**src/rtl/butterfly_net_32_seq_if.sv**
```systemverilog
// Request/response bundle for the iterative 32-bit butterfly network.
// The master drives requests and consumes results. The slave is the network itself.
interface butterfly_net_32_seq_if;
    logic        in_valid;
    logic        in_ready;
    logic [15:0] cfg0;
    logic [15:0] cfg1;
    logic [15:0] cfg2;
    logic [15:0] cfg3;
    logic [15:0] cfg4;
    logic [31:0] mask_in;
    logic        op_pdep;
    logic [31:0] data_in;
    logic        out_valid;
    logic        out_ready;
    logic [31:0] data_out;

    modport master (
        output in_valid, cfg0, cfg1, cfg2, cfg3, cfg4, mask_in, op_pdep, data_in, out_ready,
        input  in_ready, out_valid, data_out
    );

    modport slave (
        input  in_valid, cfg0, cfg1, cfg2, cfg3, cfg4, mask_in, op_pdep, data_in, out_ready,
        output in_ready, out_valid, data_out
    );
endinterface

```
**src/rtl/butterfly_net_32_seq.sv**
```systemverilog
// Iterative 32-bit butterfly network (pdep side of the bitmanip unit).
// Applies one swap stage per clock, in the order d16, d8, d4, d2, d1, with an optional mask on the result.
module butterfly_net_32_seq #(
    parameter int unsigned NSTAGE = 5
) (
    input  logic                   clk,
    input  logic                   rst,
    butterfly_net_32_seq_if.slave  bus
);

    generate
        if (NSTAGE != 5) begin : g_bad_nstage
            $error("butterfly_net_32_seq: NSTAGE must be 5");
        end
    endgenerate

    typedef enum logic [1:0] {IDLE, RUN, DONE} state_e;

    // Single swap stage at distance d. The switch for pair (j, j+d) uses control bit (j/2d)*d + j%d.
    function automatic logic [31:0] bfly_stage(input logic [31:0] x, input int unsigned d,
                                               input logic [15:0] c);
        logic [31:0] y;
        int unsigned k;
        logic [3:0]  kk;
        logic [4:0]  jj;
        logic [4:0]  pj;
        y = x;
        for (int unsigned j = 0; j < 32; j++) begin
            if ((j & d) == 0) begin
                k  = (j / (2 * d)) * d + (j % d);
                kk = k[3:0];
                jj = j[4:0];
                pj = jj + d[4:0];
                if (c[kk]) begin
                    y[jj] = x[pj];
                    y[pj] = x[jj];
                end
            end
        end
        return y;
    endfunction

    state_e            state_q, state_d;
    logic [2:0]        stg_q, stg_d;
    logic [31:0]       data_q, data_d;
    logic [3:0][15:0]  cfg_q, cfg_d;
    logic [31:0]       mask_q, mask_d;
    logic              pdep_q, pdep_d;
    logic              in_ready;
    logic              out_valid;
    logic              accept;

    always_comb begin
        state_d   = state_q;
        stg_d     = stg_q;
        data_d    = data_q;
        cfg_d     = cfg_q;
        mask_d    = mask_q;
        pdep_d    = pdep_q;
        in_ready  = 1'b0;
        out_valid = 1'b0;
        accept    = 1'b0;

        case (state_q)
            IDLE: begin
                in_ready = 1'b1;
                accept   = bus.in_valid;
            end
            RUN: begin
                stg_d = stg_q + 3'd1;
                case (stg_q)
                    3'd1: data_d = bfly_stage(data_q, 8, cfg_q[3]);
                    3'd2: data_d = bfly_stage(data_q, 4, cfg_q[2]);
                    3'd3: data_d = bfly_stage(data_q, 2, cfg_q[1]);
                    3'd4: begin
                        data_d  = bfly_stage(data_q, 1, cfg_q[0]);
                        stg_d   = '0;
                        state_d = DONE;
                    end
                    default: begin
                        stg_d   = '0;
                        state_d = IDLE;
                    end
                endcase
            end
            DONE: begin
                out_valid = 1'b1;
                in_ready  = bus.out_ready;
                if (bus.out_ready) begin
                    accept  = bus.in_valid;
                    state_d = IDLE;
                end
            end
            default: state_d = IDLE;
        endcase

        // cfg4 is consumed by stage s0 on the accept edge, so only cfg0..cfg3 are kept for later stages.
        if (accept) begin
            data_d  = bfly_stage(bus.data_in, 16, bus.cfg4);
            cfg_d   = {bus.cfg3, bus.cfg2, bus.cfg1, bus.cfg0};
            mask_d  = bus.mask_in;
            pdep_d  = bus.op_pdep;
            stg_d   = 3'd1;
            state_d = RUN;
        end
    end

    always_ff @(posedge clk) begin
        if (rst) begin
            state_q <= IDLE;
            stg_q   <= '0;
            data_q  <= '0;
            cfg_q   <= '0;
            mask_q  <= '0;
            pdep_q  <= 1'b0;
        end else begin
            state_q <= state_d;
            stg_q   <= stg_d;
            data_q  <= data_d;
            cfg_q   <= cfg_d;
            mask_q  <= mask_d;
            pdep_q  <= pdep_d;
        end
    end

    assign bus.in_ready  = in_ready;
    assign bus.out_valid = out_valid;
    assign bus.data_out  = pdep_q ? (data_q & mask_q) : data_q;

endmodule

```
**src/flat_wrapper.sv**
```systemverilog
// flat-port wrapper written by rule: the top's interface ports become plain ports
module butterfly_net_32_seq_flat 
#(
    parameter int unsigned NSTAGE = 5
)
  (clk, rst, bus_in_valid, bus_cfg0, bus_cfg1, bus_cfg2, bus_cfg3, bus_cfg4, bus_mask_in, bus_op_pdep, bus_data_in, bus_out_ready, bus_in_ready, bus_out_valid, bus_data_out);
  butterfly_net_32_seq_if bus_i ();
  input  logic clk;
  input  logic rst;
  input wire logic [$bits(bus_i.in_valid)-1:0] bus_in_valid;
  input wire logic [$bits(bus_i.cfg0)-1:0] bus_cfg0;
  input wire logic [$bits(bus_i.cfg1)-1:0] bus_cfg1;
  input wire logic [$bits(bus_i.cfg2)-1:0] bus_cfg2;
  input wire logic [$bits(bus_i.cfg3)-1:0] bus_cfg3;
  input wire logic [$bits(bus_i.cfg4)-1:0] bus_cfg4;
  input wire logic [$bits(bus_i.mask_in)-1:0] bus_mask_in;
  input wire logic [$bits(bus_i.op_pdep)-1:0] bus_op_pdep;
  input wire logic [$bits(bus_i.data_in)-1:0] bus_data_in;
  input wire logic [$bits(bus_i.out_ready)-1:0] bus_out_ready;
  output wire logic [$bits(bus_i.in_ready)-1:0] bus_in_ready;
  output wire logic [$bits(bus_i.out_valid)-1:0] bus_out_valid;
  output wire logic [$bits(bus_i.data_out)-1:0] bus_data_out;
  assign bus_i.in_valid = bus_in_valid;
  assign bus_i.cfg0 = bus_cfg0;
  assign bus_i.cfg1 = bus_cfg1;
  assign bus_i.cfg2 = bus_cfg2;
  assign bus_i.cfg3 = bus_cfg3;
  assign bus_i.cfg4 = bus_cfg4;
  assign bus_i.mask_in = bus_mask_in;
  assign bus_i.op_pdep = bus_op_pdep;
  assign bus_i.data_in = bus_data_in;
  assign bus_i.out_ready = bus_out_ready;
  assign bus_in_ready = bus_i.in_ready;
  assign bus_out_valid = bus_i.out_valid;
  assign bus_data_out = bus_i.data_out;
  butterfly_net_32_seq #(.NSTAGE(NSTAGE)) u_core (.clk(clk), .rst(rst), .bus(bus_i));
endmodule
```
**config.mk**
```make
export PLATFORM = sky130hd
export DESIGN_NAME = butterfly_net_32_seq_flat
export DESIGN_NICKNAME = d
export VERILOG_FILES = /design/src/rtl/butterfly_net_32_seq_if.sv /design/src/rtl/butterfly_net_32_seq.sv /design/src/flat_wrapper.sv
export SDC_FILE = /design/constraint.sdc
export NUM_CORES = 1
export LEC_CHECK = 0
export BUFFER_PORTS_ARGS = -buffer_cell sky130_fd_sc_hd__buf_2
export CORE_UTILIZATION = 25
export DETAILED_ROUTE_END_ITERATION = 12
export PLACE_DENSITY_LB_ADDON = 0.08
export SKIP_CTS_REPAIR_TIMING = 1
export SYNTH_ARGS = -nofsm -noshare
export SYNTH_HDL_FRONTEND = slang
export SYNTH_SLANG_ARGS = --single-unit
```
**constraint.sdc**
```tcl
create_clock -name clk -period 3.2 [get_ports clk]
set_clock_uncertainty 0.2 [all_clocks]
set_input_delay 0.96 -clock clk [delete_from_list [all_inputs] [get_ports clk]]
set_output_delay 0.96 -clock clk [all_outputs]
set_load 0.02 [all_outputs]
```
Word-level counts from Yosys, hierarchy flattened
Index checks and enable logic that the tools add are counted.
{ "totals": {"wordCells": 318, "in_bits": 149, "regBits": 134, "output_inout_bits": 34} }
{ "op_classes": {"eq_ne": 75, "muxes": 159, "addsub": 1, "bitwise_logic": 2, "n_reduce_logical": 39} }
{ "ops": {"columns": ["operator", "n"], "rows": [
  ["$ne 3x1->1 const B", 64],
  ["$reduce_and 6->1", 32],
  ["$mux 1", 133],
  ["$pmux 32 s4", 1],
  ["$mux 32", 3],
  ["$mux 2", 17],
  ["$and 32x32->32", 1],
  ["$eq 3x2->1 const B", 2],
  ["$ne 3x2->1 const B", 2],
  ["$pmux 2 s3", 1],
  ["$reduce_and 3->1", 2],
  ["$reduce_bool 5->1", 1],
  ["$ne 2x2->1 const B", 2],
  ["$pmux 1 s2", 2],
  ["$pmux 2 s2", 1],
  ["$add 3x1->3 const B", 1],
  ["$eq 3x1->1 const B", 1],
  ["$eq 3x3->1 const B", 1],
  ["$mux 3", 1],
  ["$reduce_or 3->1", 1],
  ["$eq 2x1->1 const B", 1],
  ["$eq 2x2->1 const B", 1],
  ["$logic_not 2->1", 1],
  ["$ne 2x1->1 const B", 1],
  ["other kinds (3)", 3]
]} }

Depth between registers and ports, before layout
Gate-level depths: netlist of run 1.
{ "depth": {"ltp_word": 5, "ltp_mapped": 10, "ltp_nobuf": 7} }

Least setup slack after synthesis of run 1
OpenSTA, ideal clock, no wires.
{ "synth_timing": {"path_kind": "input to output", "from": "in bus_out_ready", "to": "out bus_in_ready", "t_arrival_ps": 1428, "path_stages": 2, "setup_slack_ps": 612, "path_buffers": 0, "required_time_ps": 2040, "cell_sequence": "nand2b_1 nor2b_1"} }
{ "synth_via": {"elab_chain_len": 1} }
{ "synth_lines": {"columns": ["item", "line", "source"], "rows": [
  ["from (decl)", "flat_wrapper.sv:19", "input wire logic [$bits(bus_i.out_ready)-1:0] bus_out_ready;"],
  ["$pmux 1 s2", "butterfly_net_32_seq.sv:64", "case (state_q)"],
  ["to (decl)", "flat_wrapper.sv:20", "output wire logic [$bits(bus_i.in_ready)-1:0] bus_in_ready;"]
]} }
Every way passes these cells.

Final worst setup path of run 1
{ "layout_timing": {"from": "reg u_core.stg_q[2]", "to": "reg u_core.data_q[6]"} }
{ "layout_via": {"elab_chain_len": 4, "elab_cells_between_ends": 13, "cone_classes": "eq/ne: 8; mux: 3; reduce/logical: 2"} }
{ "layout_lines": {"columns": ["item", "line", "source"], "rows": [
  ["from (decl)", "butterfly_net_32_seq.sv:44", "logic [2:0] stg_q, stg_d;"],
  ["from (signal assigned)", "butterfly_net_32_seq.sv:118", "stg_q <= stg_d;"],
  ["$eq 3x3->1, or another cell as far along", null, null],
  ["$pmux 32 s4", "butterfly_net_32_seq.sv:71", "case (stg_q)"],
  ["$mux 32", "butterfly_net_32_seq.sv:64", null],
  ["$mux 32", "butterfly_net_32_seq.sv:98", "if (accept) begin"],
  ["to (signal assigned)", "butterfly_net_32_seq.sv:119", "data_q <= data_d;"],
  ["to (decl)", "butterfly_net_32_seq.sv:45", "logic [31:0] data_q, data_d;"]
]} }
Parallel ways exist; a longest one is shown, timed or not. The select of a mux whose other input is x is not followed.
A chain may end at the register's enable or synchronous reset.

==> results.toml, run 1 <==
[outcome]
status = "completed"

[sta]
finalCritPeriodShare = 0.917
slew_headroom = 0.482
fin_setup_tns_ns = 0
drv_slew = 0
rsz0062_at_grt = "no"
setup_viol = 0
tightest_slew_ns = 0.767
fin_crit_ns = 2.93
report.final.hold_viol_count = 0
fmax_ghz = 0.341

[power_and_ir_drop]
power.density_nw_per_um2 = 540
p_leak_uw = 0.00374
p_total_uw = 5050
peakVddDrop_uv = 292

[floorplan]
die_w_um = 172
core_area_um2 = 28000
die_y_um = 172
row_count = 61
num_io_pins = 183
start_util = 0.256
die_area_um2 = 29400

[layout]
fill_cells = 3086
fin_nets = 1285
antenna_cells = 0
regArea_um2 = 2680
finish.utilization = 0.334
drive_above_1_share = 0.238
multiInputGateArea_um2 = 4040
syn2layout_area_growth_pct = 30.1
final_area_um2 = 9350

[yosys]
ys_warn_count = 0
synth_area_um2 = 7180
synthFlopType = "dfxtp_1"
synth-async-reset-ratio = 0
synth_cells = 966
synth-edff-count = 0
avgSynthCellArea_um2 = 7.44
synth_top_area_frac = 0.373
synth.top_cells.by_area = "dfxtp_1 (37%), nand2_1 (11%), a21oi_1 (8.8%)"
synth_nets = 1120
synth_cell_type_count = 46
yosys.area.top_type = "dfxtp_1"
ys_seq_area_frac = 0.373
ys_ff_latch = 134

[worst_setup_path]
max_stage_delay_ns = 0.64
worstSetupPathType = "reg -> reg"
path_buf_inv = 4
rrSetupSlack_ns = 0.27
slowest_stage = "o41ai_1"
worstPathArrival_ns = 3.07
crit_chain = "buf_4 > inv_1 > ha_1 > clkinv_1 > nor2_1 > o41ai_1 > buf_4 > nor2_1 > a311oi_1"
crit_family = "buffers and inverters"
start_kind = "register"
crit_path_end_kind = "register"
path_max_fanout = 19
critical_path_required_ns = 3.34

[clocking]
cts_tree = "yes"
clock_sinks = 134
cts-htree-levels = 4
clockBufferDepth = 2
cts_root_buf = "clkbuf_16"
clk_pin_slew_ns = 0.06
insertion_delay_ns = 0.43
cts_buffers = 17

[global_route]
grt_pass1_wl_um = 43900
grt_overflow = 0
first_global_vias = 7189
antenna_found_initial = 1
grt_start_max_net_pins = 63
track_usage = 0.202

[run]
max-cap-violations = 0

[routing]
drcViolationCount = 0
ant_nets = 0
num_vias = 7647
drt_first_pass_iters = 9
drtIter0Drc = 691
post_drt_wl_per_cell_um = 19.4
viasPerCell = 5.02
drt_wl_total_um = 29500

[place]
place_area_um2 = 8650
post-dp-hpwl_um = 21900
gp_congestion = 0.845
port-buffer-count = 182

[min_path]
hold_class = "reg -> reg"
==> through the flow <==
stage	instances	setup slack (ns)	hold WS (ns)
floorplan	966	0.612	0.231
global placement	1490	0.223	0.240
detailed placement	1490	0.287	0.245
CTS	1522	0.290	0.255
global route	1522	0.0762	0.273
finish	1522	0.266	0.252
==> registers in the layout, summed over array words and instances, names as in the netlist <==
| name | count |
|---|---|
| u_core.mask_q | 32 |
| u_core.pdep_q | 1 |
| u_core.stg_q | 3 |
| u_core.state_q | 2 |
| u_core.data_q | 32 |
| u_core.cfg_q | 64 |
==> where the power goes <==
group	leakage (uW)	switching [uW]	internal, uW
registers	0.00110	146	1780
logic	0.00230	459	320
clock network	0.000336	791	1550
==> cell families (layout without fill, tap and decap cells) <==
kind of cell / Yosys count / count (layout) / share of synthesized area
AOI/OAI and AO/OA: 307 / 307 / 0.282
adders and majority gates: 5 / 5 / 0.00871
buffers and inverters: 122 / 300 / 0.0662
DFF: 134 / 134 / 0.373
muxes: 39 / 39 / 0.0559
and+or+nand+nor: 359 / 359 / 0.214
==> path summary, 6_finish.rpt <==
path               startpoint          endpoint  cells past startpoint
max           u_core.stg_q[2]  u_core.data_q[6]                      9
min          u_core.cfg_q[59]  u_core.cfg_q[59]                      2
max reg2reg   u_core.stg_q[2]  u_core.data_q[6]                      9
min reg2reg  u_core.cfg_q[59]  u_core.cfg_q[59]                      2
==> tightest hold or removal path: stages (launching register included) <==
cell,delay [ns]
dfxtp_1,0.30
nand2_1,0.05
a21oi_1,0.05
==> cells in the mapped netlist (14+ instances only) <==
| cell | number |
|---|---|
| o21ai_0 | 31 |
| a31oi_1 | 18 |
| a21oi_1 | 126 |
| mux2i_1 | 30 |
| a222oi_1 | 25 |
| nand2b_1 | 29 |
| nor2_1 | 80 |
| clkbuf_1 | 66 |
| o41ai_1 | 16 |
| a21boi_0 | 29 |
| inv_1 | 43 |
| or3_1 | 17 |
| a311oi_1 | 14 |
| nand2_1 | 206 |
| dfxtp_1 | 134 |
==> final cells by class <==
cell class,instances,area share
tap,378,0.0506
clock buffer,21,0.0514
multi-input combinational,710,0.432
timing repair buffer,224,0.138
clock inverter,11,0.0233
inverter,44,0.0177
sequential,134,0.287
==> layout by cell type (no fill, tap or decap), types with 6 or more instances in the layout <==
cell type / Yosys / routed
a22oi_1: 8 / 8
a21oi_1: 126 / 126
buf_2: 8 / 181
nor4_1: 8 / 8
dfxtp_1: 134 / 134
a31oi_1: 18 / 18
o41ai_1: 16 / 16
nand2b_1: 29 / 29
o22ai_1: 10 / 10
o21ai_0: 31 / 31
mux2i_1: 30 / 30
a211oi_1: 6 / 6
clkbuf_16: 0 / 17
a21boi_0: 29 / 29
a222oi_1: 25 / 25
a311oi_1: 14 / 14
nor2_1: 80 / 80
bufinv_16: 0 / 6
mux2_2: 9 / 9
inv_1: 43 / 43
nand2_1: 206 / 205
or3_1: 17 / 17
buf_4: 0 / 38
==> per-layer routing <==
layer / up-vias / global-route usage / part of all wire
met4: 2 / 0.0462 / 0.011
met2: 227 / 0.342 / 0.48
li1: 3766 / - / -
met5: - / 0 / 0.00044
met1: 3625 / 0.263 / 0.45
met3: 27 / 0.0377 / 0.054
No activity file was read; power rests on OpenSTA's default activity.
==> run 2, diff against run 1 <==
--- a/config.mk
+++ b/config.mk
@@ -8,6 +8,7 @@
 export BUFFER_PORTS_ARGS = -buffer_cell sky130_fd_sc_hd__buf_2
 export CORE_UTILIZATION = 25
 export DETAILED_ROUTE_END_ITERATION = 12
+export GPL_TIMING_DRIVEN = 0
 export PLACE_DENSITY_LB_ADDON = 0.08
 export SKIP_CTS_REPAIR_TIMING = 1
 export SYNTH_ARGS = -nofsm -noshare
==> run 2 against run 1 <==
First-iteration DRC count grew 22%; combinational power grew 2%; setup slack lost 0.17 ns; design area shrank 0.96%; core utilization shrank 0.32 points; sequential cell count is the same; non-clock buffer count grew 35; critical path type unchanged; largest cell class unchanged; largest power group unchanged.
==> results.toml, run 2 (synthesized netlist as in run 1, its figures left out) <==
[outcome]
status = "completed"

[worst_setup_path]
crit_path_end_kind = "register"
worstPathArrival_ns = 3.21
start_kind = "register"
worstSetupPathType = "reg -> reg"
critical_path_required_ns = 3.31
rr_worst_depth = 9
path_max_fanout = 10

[clocking]
clk_pin_slew_ns = 0.05
clockBufferDepth = 2
cts_root_buf = "clkbuf_16"
clock_sinks = 134
insertion_delay_ns = 0.43
cts_buffers = 17
cts-htree-levels = 4
cts_tree = "yes"

[layout]
finish.utilization = 0.331
most-common-layout-cells = "nand2_1 (206), buf_2 (190), dfxtp_1 (134)"
syn2layout_area_growth_pct = 28.9
final_common_cell = "nand2_1"
reg.largest.list = "u_core.cfg_q (64), u_core.data_q (32), u_core.mask_q (32)"
regMostFlops = "u_core.cfg_q"
fin_nets = 1320
antenna_cells = 0
drive_above_1_share = 0.211
largest_register_ffs = 64

[power_and_ir_drop]
p_seq_frac = 0.408
p_clk_frac = 0.426
switchingPower_uw = 1370
p_leak_uw = 0.00362
combinationalPowerShare = 0.167
switching_share = 0.289
p_total_uw = 4750
power.density_nw_per_um2 = 513
peakVddDrop_uv = 320
internal_power_uw = 3370

[floorplan]
num_io_pins = 183
die_area_um2 = 29400
die_w_um = 172
die_y_um = 172
core_area_um2 = 28000
row_count = 61
start_util = 0.256

[sta]
report.final.hold_viol_count = 0
tightest_slew_ns = 0.921
setup_viol = 0
drv_slew = 0
fmax_ghz = 0.323
rsz0062_at_grt = "no"
fin_crit_ns = 3.10
slew_headroom = 0.370
finalCritPeriodShare = 0.969

[routing]
viasPerCell = 5.10
drtIter0Drc = 843
num_vias = 7920
ant_nets = 0
drt_first_pass_iters = 11
drt_wl_total_um = 32700
drcViolationCount = 0
post_drt_wl_per_cell_um = 21.1

[min_path]
worstHoldPathCells = 2
hold_class = "reg -> reg"

[place]
port-buffer-count = 181
gp_congestion = 0.919
post-dp-hpwl_um = 25700

[run]
max-cap-violations = 0

[global_route]
track_usage = 0.225
grt_start_max_net_pins = 17
antenna_found_initial = 0
grt_overflow = 0
grt_pass1_wl_um = 47700
first_global_vias = 7501
[run 2: cell types whose count changed in the layout (fill, tap and decap cells not counted), sizes merged]
cell	change
clkinv	-2
clkbuf	+68
inv	-1
buf	-30
bufinv	-3
clkinvlp	-1
[run 2: cell type report]
class,instances,area (um^2)
Buffer,78,317
Clock buffer,24,492
Clock inverter,4,95.1
Fill cell,3146,18800
Inverter,44,169
Multi-Input combinational cell,710,4120
Sequential cell,134,2680
Tap cell,378,473
Timing Repair Buffer,181,906
[run 2: power by group through the flow]
| stage | Combinational (uW) | Clock (uW) | Sequential (uW) |
|---|---|---|---|
| after floorplan | 458 | 0 | 1890 |
| after global placement | 779 | 0 | 1970 |
| after detailed placement | 778 | 0 | 1970 |
| final | 792 | 2020 | 1930 |
| after CTS | 783 | 2060 | 1930 |
| after global routing | 874 | 2120 | 1940 |
[run 2: through the flow]
step	area (um^2)	setup WS (ns)	instances	setup TNS [ns]	hold slack, ns
CTS	9150	-0.331	1553	-15.71	0.255
detailed placement	8560	-0.749	1525	-53.72	0.247
global route	9260	0.00918	1553	0	0.272
floorplan	7180	0.612	966	0	0.231
finish	9260	0.100	1553	0	0.253
global placement	8560	-0.781	1525	-54.53	0.243
[run 2: final timing paths]
path                      from  slack (ns)                end
max            u_core.stg_q[1]        0.10   u_core.data_q[7]
min          u_core.mask_q[16]        0.25  u_core.mask_q[16]
max reg2reg    u_core.stg_q[1]        0.10   u_core.data_q[7]
min reg2reg  u_core.mask_q[16]        0.25  u_core.mask_q[16]
[run 2: routing by layer]
layer  vias up  global-route usage  share of wire
li1       3824                   -              -
met1      3738               0.299           0.45
met2       321               0.366           0.47
met3        37              0.0414          0.068
met4         0              0.0687          0.017
met5         -                   0              0
[run 2: critical path, cell delays in order, from the launching register on]
cell,delay [ns]
dfxtp_1,0.33
inv_1,0.11
ha_1,0.27
nor2b_1,0.07
buf_2,0.20
a311o_1,0.39
buf_2,0.25
o41ai_1,0.78
nor2_1,0.08
a311oi_1,0.30
